<file path="config.mk">
export PLATFORM = sky130hd
export DESIGN_NAME = burst_collector
export DESIGN_NICKNAME = d
export VERILOG_FILES = /design/src/rtl/burst_collector.sv
export SDC_FILE = /design/constraint.sdc
export NUM_CORES = 1
export LEC_CHECK = 0
export ABC_AREA = 1
export CAP_MARGIN = 20
export CORE_UTILIZATION = 51
export CTS_CLUSTER_SIZE = 24
export DETAILED_ROUTE_END_ITERATION = 7
export PLACE_DENSITY = 0.75
export SYNTH_ARGS = -nofsm -noshare
export SYNTH_HDL_FRONTEND = slang
export SYNTH_SLANG_ARGS = --single-unit
</file>
<file path="constraint.sdc">
create_clock -name clk -period 1.8 [get_ports clk]
set_clock_uncertainty 0.15 [all_clocks]
set_input_delay 0.45 -clock clk [delete_from_list [all_inputs] [get_ports clk]]
set_output_delay 0.45 -clock clk [all_outputs]
set_load 0.005 [all_outputs]
</file>
<file path="src/rtl/burst_collector.sv">
// Multi-lane burst collector: skips INITIAL_LATENCY accepted samples, then publishes
// every M accepted samples per lane as one parallel window with a single-cycle valid pulse.
module burst_collector #(
    parameter int INITIAL_LATENCY = 3,
    parameter int M               = 5,
    parameter int PRECISION       = 5,
    parameter int LANES           = 1,
    parameter int REPEAT          = 1
) (
    input  logic                                     clk,
    input  logic                                     clr,
    input  logic                                     ce,
    input  logic                                     in_valid,
    input  logic [LANES-1:0][PRECISION-1:0]          data_in,
    output logic [LANES-1:0][M-1:0][PRECISION-1:0]   data_out,
    output logic                                     out_valid,
    output logic                                     burst_complete,
    output logic [15:0]                              burst_count
);

    localparam int LAT_W    = (INITIAL_LATENCY > 0) ? $clog2(INITIAL_LATENCY + 1) : 1;
    localparam int IDX_W    = (M > 1) ? $clog2(M) : 1;
    localparam int LAT_LAST = (INITIAL_LATENCY > 0) ? INITIAL_LATENCY - 1 : 0;

    typedef enum logic [1:0] {
        ST_LATENCY,
        ST_FILL,
        ST_DONE
    } state_t;

    state_t                                   state_q, state_d;
    logic [LAT_W-1:0]                         lat_cnt_q, lat_cnt_d;
    logic [IDX_W-1:0]                         idx_q, idx_d;
    logic [LANES-1:0][M-1:0][PRECISION-1:0]   shadow_q, shadow_d;
    logic [LANES-1:0][M-1:0][PRECISION-1:0]   data_out_q, data_out_d;
    logic                                     out_valid_q, out_valid_d;
    logic                                     burst_complete_q, burst_complete_d;
    logic [15:0]                              burst_count_q, burst_count_d;
    logic                                     fill_now;

    always_comb begin
        state_d          = state_q;
        lat_cnt_d        = lat_cnt_q;
        idx_d            = idx_q;
        shadow_d         = shadow_q;
        data_out_d       = data_out_q;
        out_valid_d      = 1'b0;
        burst_complete_d = burst_complete_q;
        burst_count_d    = burst_count_q;
        fill_now         = 1'b0;

        if (ce) begin
            case (state_q)
                ST_LATENCY: begin
                    // With no latency the first enabled cycle already behaves as FILL.
                    if (INITIAL_LATENCY == 0) begin
                        state_d  = ST_FILL;
                        fill_now = 1'b1;
                    end else if (in_valid) begin
                        lat_cnt_d = lat_cnt_q + 1'b1;
                        if (lat_cnt_q == LAT_W'(LAT_LAST)) begin
                            state_d = ST_FILL;
                        end
                    end
                end
                ST_FILL: fill_now = 1'b1;
                default: ;
            endcase
        end

        if (fill_now && in_valid) begin
            for (int l = 0; l < LANES; l++) begin
                for (int k = 0; k < M; k++) begin
                    if (idx_q == IDX_W'(k)) begin
                        shadow_d[l][k] = data_in[l];
                    end
                end
            end
            if (idx_q == IDX_W'(M - 1)) begin
                for (int l = 0; l < LANES; l++) begin
                    data_out_d[l]        = shadow_q[l];
                    data_out_d[l][M-1]   = data_in[l];
                end
                out_valid_d      = 1'b1;
                burst_complete_d = 1'b1;
                burst_count_d    = burst_count_q + 16'd1;
                idx_d            = '0;
                if (REPEAT == 0) begin
                    state_d = ST_DONE;
                end
            end else begin
                idx_d = idx_q + 1'b1;
            end
        end
    end

    always_ff @(posedge clk) begin
        if (clr) begin
            state_q          <= ST_LATENCY;
            lat_cnt_q        <= '0;
            idx_q            <= '0;
            shadow_q         <= '0;
            data_out_q       <= '0;
            out_valid_q      <= 1'b0;
            burst_complete_q <= 1'b0;
            burst_count_q    <= '0;
        end else begin
            state_q          <= state_d;
            lat_cnt_q        <= lat_cnt_d;
            idx_q            <= idx_d;
            shadow_q         <= shadow_d;
            data_out_q       <= data_out_d;
            out_valid_q      <= out_valid_d;
            burst_complete_q <= burst_complete_d;
            burst_count_q    <= burst_count_d;
        end
    end

    assign data_out       = data_out_q;
    assign out_valid      = out_valid_q;
    assign burst_complete = burst_complete_q;
    assign burst_count    = burst_count_q;

endmodule

</file>
==> impl_metrics.py <==
metrics = {
    "layout": {
        "diodes": 0,
        "layout.cells.non_filler": 488,
        "num-fill-cells": 406,
        "syn2layout_area_growth_pct": 37.1,
        "drive_above_1_share": 0.244,
        "regArea_mm2": 0.00143,
        "final_area_mm2": 0.00383,
        "num-nets-final": 430,
        "multi_input_area_mm2": 0.00123,
    },
    "yosys": {
        "synth_adder_area_share": 0.0313,
        "synth_common_cells": "nand2_1, dfxtp_1, a21oi_1, nand3_1, o21ai_0",
        "ys_warn_count": 0,
        "netlist_instances": 341,
        "synthMuxAreaShare": 0,
        "synth_nets": 357,
        "synth_top_area_frac": 0.494,
        "postSynthAreaPerCell_um2": 8.20,
        "synthXorXnorAreaFrac": 0.00313,
        "synth.distinct_cells": 25,
        "synth_top_family_by_area": "simple AND/OR/NAND/NOR gates",
        "synth_edf_count": 0,
        "async_reset_ff_frac": 0,
        "synth_top_cell_by_area": "dfxtp_1",
        "syn_area_mm2": 0.00280,
        "ys.flop_type": "dfxtp_1",
        "synth_seq_area_share": 0.494,
        "synthSimpleGateAreaFrac": 0.270,
        "synth.most_common_cell": "nand2_1",
        "ys_ff_latch": 69,
        "synth_area_leaders": "dfxtp_1, nand2_1, a21oi_1",
        "synth-compound-area-share": 0.133,
    },
    "route": {
        "detail-route-antenna-nets": 0,
        "routed_wl_mm": 6.40,
        "dr.pass1.iters": 5,
        "vias": 2551,
        "wl_per_cell_um": 13.1,
        "vias_per_cell": 5.23,
        "drc": 0,
        "drtIter0Drc": 200,
    },
    "critical_path": {
        "cp_num_buf_inv": 1,
        "cp_top_family": "buffers and inverters",
        "worst_r2r_startpoint": "idx_q[1]",
        "startpoint_type": "flop",
        "r2r_setup_slack_ns": 0.07,
        "reg2reg_depth": 10,
        "crit_type": "reg -> out",
        "slowest_delay_ns": 0.49,
        "cp.arrival_ns": 1.17,
        "cp.required_ns": 1.20,
        "path_cells": "clkdlybuf4s50_1",
        "end_kind": "output pin",
        "cpMaxStageDelayCell": "clkdlybuf4s50_1",
        "path_max_fanout": 2,
        "reg2reg_to": "burst_count[3]",
    },
    "place": {
        "gp_congestion": 0.827,
        "hpwl_mm": 4.01,
        "placedCellCount": 460,
        "portBuffers": 51,
        "postPlaceCellArea_mm2": 0.00344,
    },
    "grt": {
        "grt_pass1_wl_mm": 10.2,
        "grt_overflow": 0,
        "grt_max_degree": 29,
        "grt_pass1_vias": 2263,
        "antenna_found_initial": 0,
        "grt_usage": 0.220,
    },
    "clocking": {
        "clk_latency_ns": 0.34,
        "path_clk_slew_ns": 0.08,
        "cts.sinks": 69,
        "root_buffer": "clkbuf_8",
        "cts_buffer_depth": 2,
        "cts_tree": "yes",
        "cts_buffers": 9,
        "htreeDepth": 3,
    },
    "floorplanning": {
        "fp.dieW_um": 76.0,
        "initial_utilization": 0.537,
        "die_area_mm2": 0.00578,
        "die_h_um": 76.0,
        "core_region_area_mm2": 0.00520,
        "ios": 52,
        "rows": 26,
    },
    "sta": {
        "finalMaxSlewViolations": 0,
        "holdWs_ns": 0.287,
        "slew_headroom": 0.816,
        "fmax_mhz": 564,
        "hold_viol": 0,
        "min_period_over_period": 0.985,
        "tightest_slew_ns": 0.273,
        "fin_crit_ns": 1.77,
        "setup_viol": 0,
    },
    "pwr": {
        "cellPowerDensity_mw_per_mm2": 740,
        "design_power_total_uw": 2840,
        "ir_drop_v": 0.000621,
        "leakagePower_uw": 0.00197,
    },
    "worst_hold_path": {
        "min_delay_path_depth": 2,
        "min_from": "shadow_q[5]",
        "min_path_type": "reg -> reg",
        "whs_endpoint": "data_out[5]",
    },
    "outcome": {
        "status": "complete, no violations",
    },
    "flow_run": {
        "drv_cap": 0,
    },
}
==> layer usage <==
layer  GRT usage  vias to the layer above  wire length (µm)
li1            -                     1258                 -
met1       0.283                     1211              2880
met2       0.354                       72              3170
met3      0.0551                       10               284
met4      0.0885                        0                70
met5           0                        -                 0
==> where the power goes <==
part,internal [µW],switching (µW),total (µW)
Clock,631,587,1220
Combinational,32.9,52.2,85.2
Sequential,1530,3.97,1530
==> worst max-delay path by stage <==
stage / start / end / slack, ns / depth (start not counted)
after floorplan: idx_q[0] / burst_count[14] / 0.21 / 10
after global placement: ce / burst_count[4] / -0.24 / 7
after detailed placement: in_valid / burst_count[15] / -0.28 / 8
after CTS: burst_count[15] / burst_count[15] / 0.002 / 1
after global routing: idx_q[1] / burst_count[3] / -0.02 / 10
final: burst_count[7] / burst_count[7] / 0.03 / 1
==> final cells by class <==
type | instances | share of cell area
Clock inverter | 6 | 0.0170
Inverter | 30 | 0.0294
Sequential cell | 69 | 0.374
Tap cell | 70 | 0.0229
Multi-Input combinational cell | 228 | 0.321
Timing Repair Buffer | 76 | 0.203
Clock buffer | 9 | 0.0323
==> kinds of logic (layout without fill, tap and decap cells) <==
family | after synthesis | after routing
simple gates | 148 | 148
compound gates | 72 | 72
flops | 69 | 69
buf+inv | 44 | 121
fa+ha+maj | 7 | 7
xor+xnor | 1 | 1
==> flip-flops by register name, indices dropped and copies added, names as in the netlist <==
register        cells
idx_q               3
burst_complete      1
data_out           25
shadow_q           20
burst_count        16
state_q             1
out_valid           1
lat_cnt_q           2
==> tightest hold or removal path: cells and delay by family, from the launching register on <==
kind | cells | cell delay, ns
AND/OR/NAND/NOR | 2 | 0.10
flip-flops | 1 | 0.31
==> cell usage in the layout (no fill, tap or decap), drive strengths merged <==
master	count
a211oi	1
a21oi	37
buf	25
bufinv	1
clkbuf	9
clkdlybuf4s50	34
clkinv	4
clkinvlp	1
dfxtp	69
dlygate4sd2	4
dlymetal6s2s	13
ha	7
inv	30
nand2	73
nand3	39
nand4	1
nor2	30
nor3	5
o21ai	33
o21bai	1
xor2	1
==> what timing repair did <==
action	in CTS	in global routing
endpoints found under the setup margin	20	72
pin swaps	0	1
setup buffers	7	6
hold buffers	0	0
gates resized for setup	24	36
endpoints found under the hold margin	0	0
cloned	0	0
==> per-stage QoR <==
stage | utilization | worst slack, ns | setup TNS, ns
6_report | 0.736 | 0.0264 | 0
5_1_grt | 0.736 | -0.0247 | -0.0583
4_1_cts | 0.712 | 0.00193 | 0
3_5_place_dp | 0.662 | -0.284 | -11.65
3_3_place_gp | 0.662 | -0.237 | -9.65
2_1_floorplan | - | 0.212 | 0
Power figures use the tool's default switching activity.
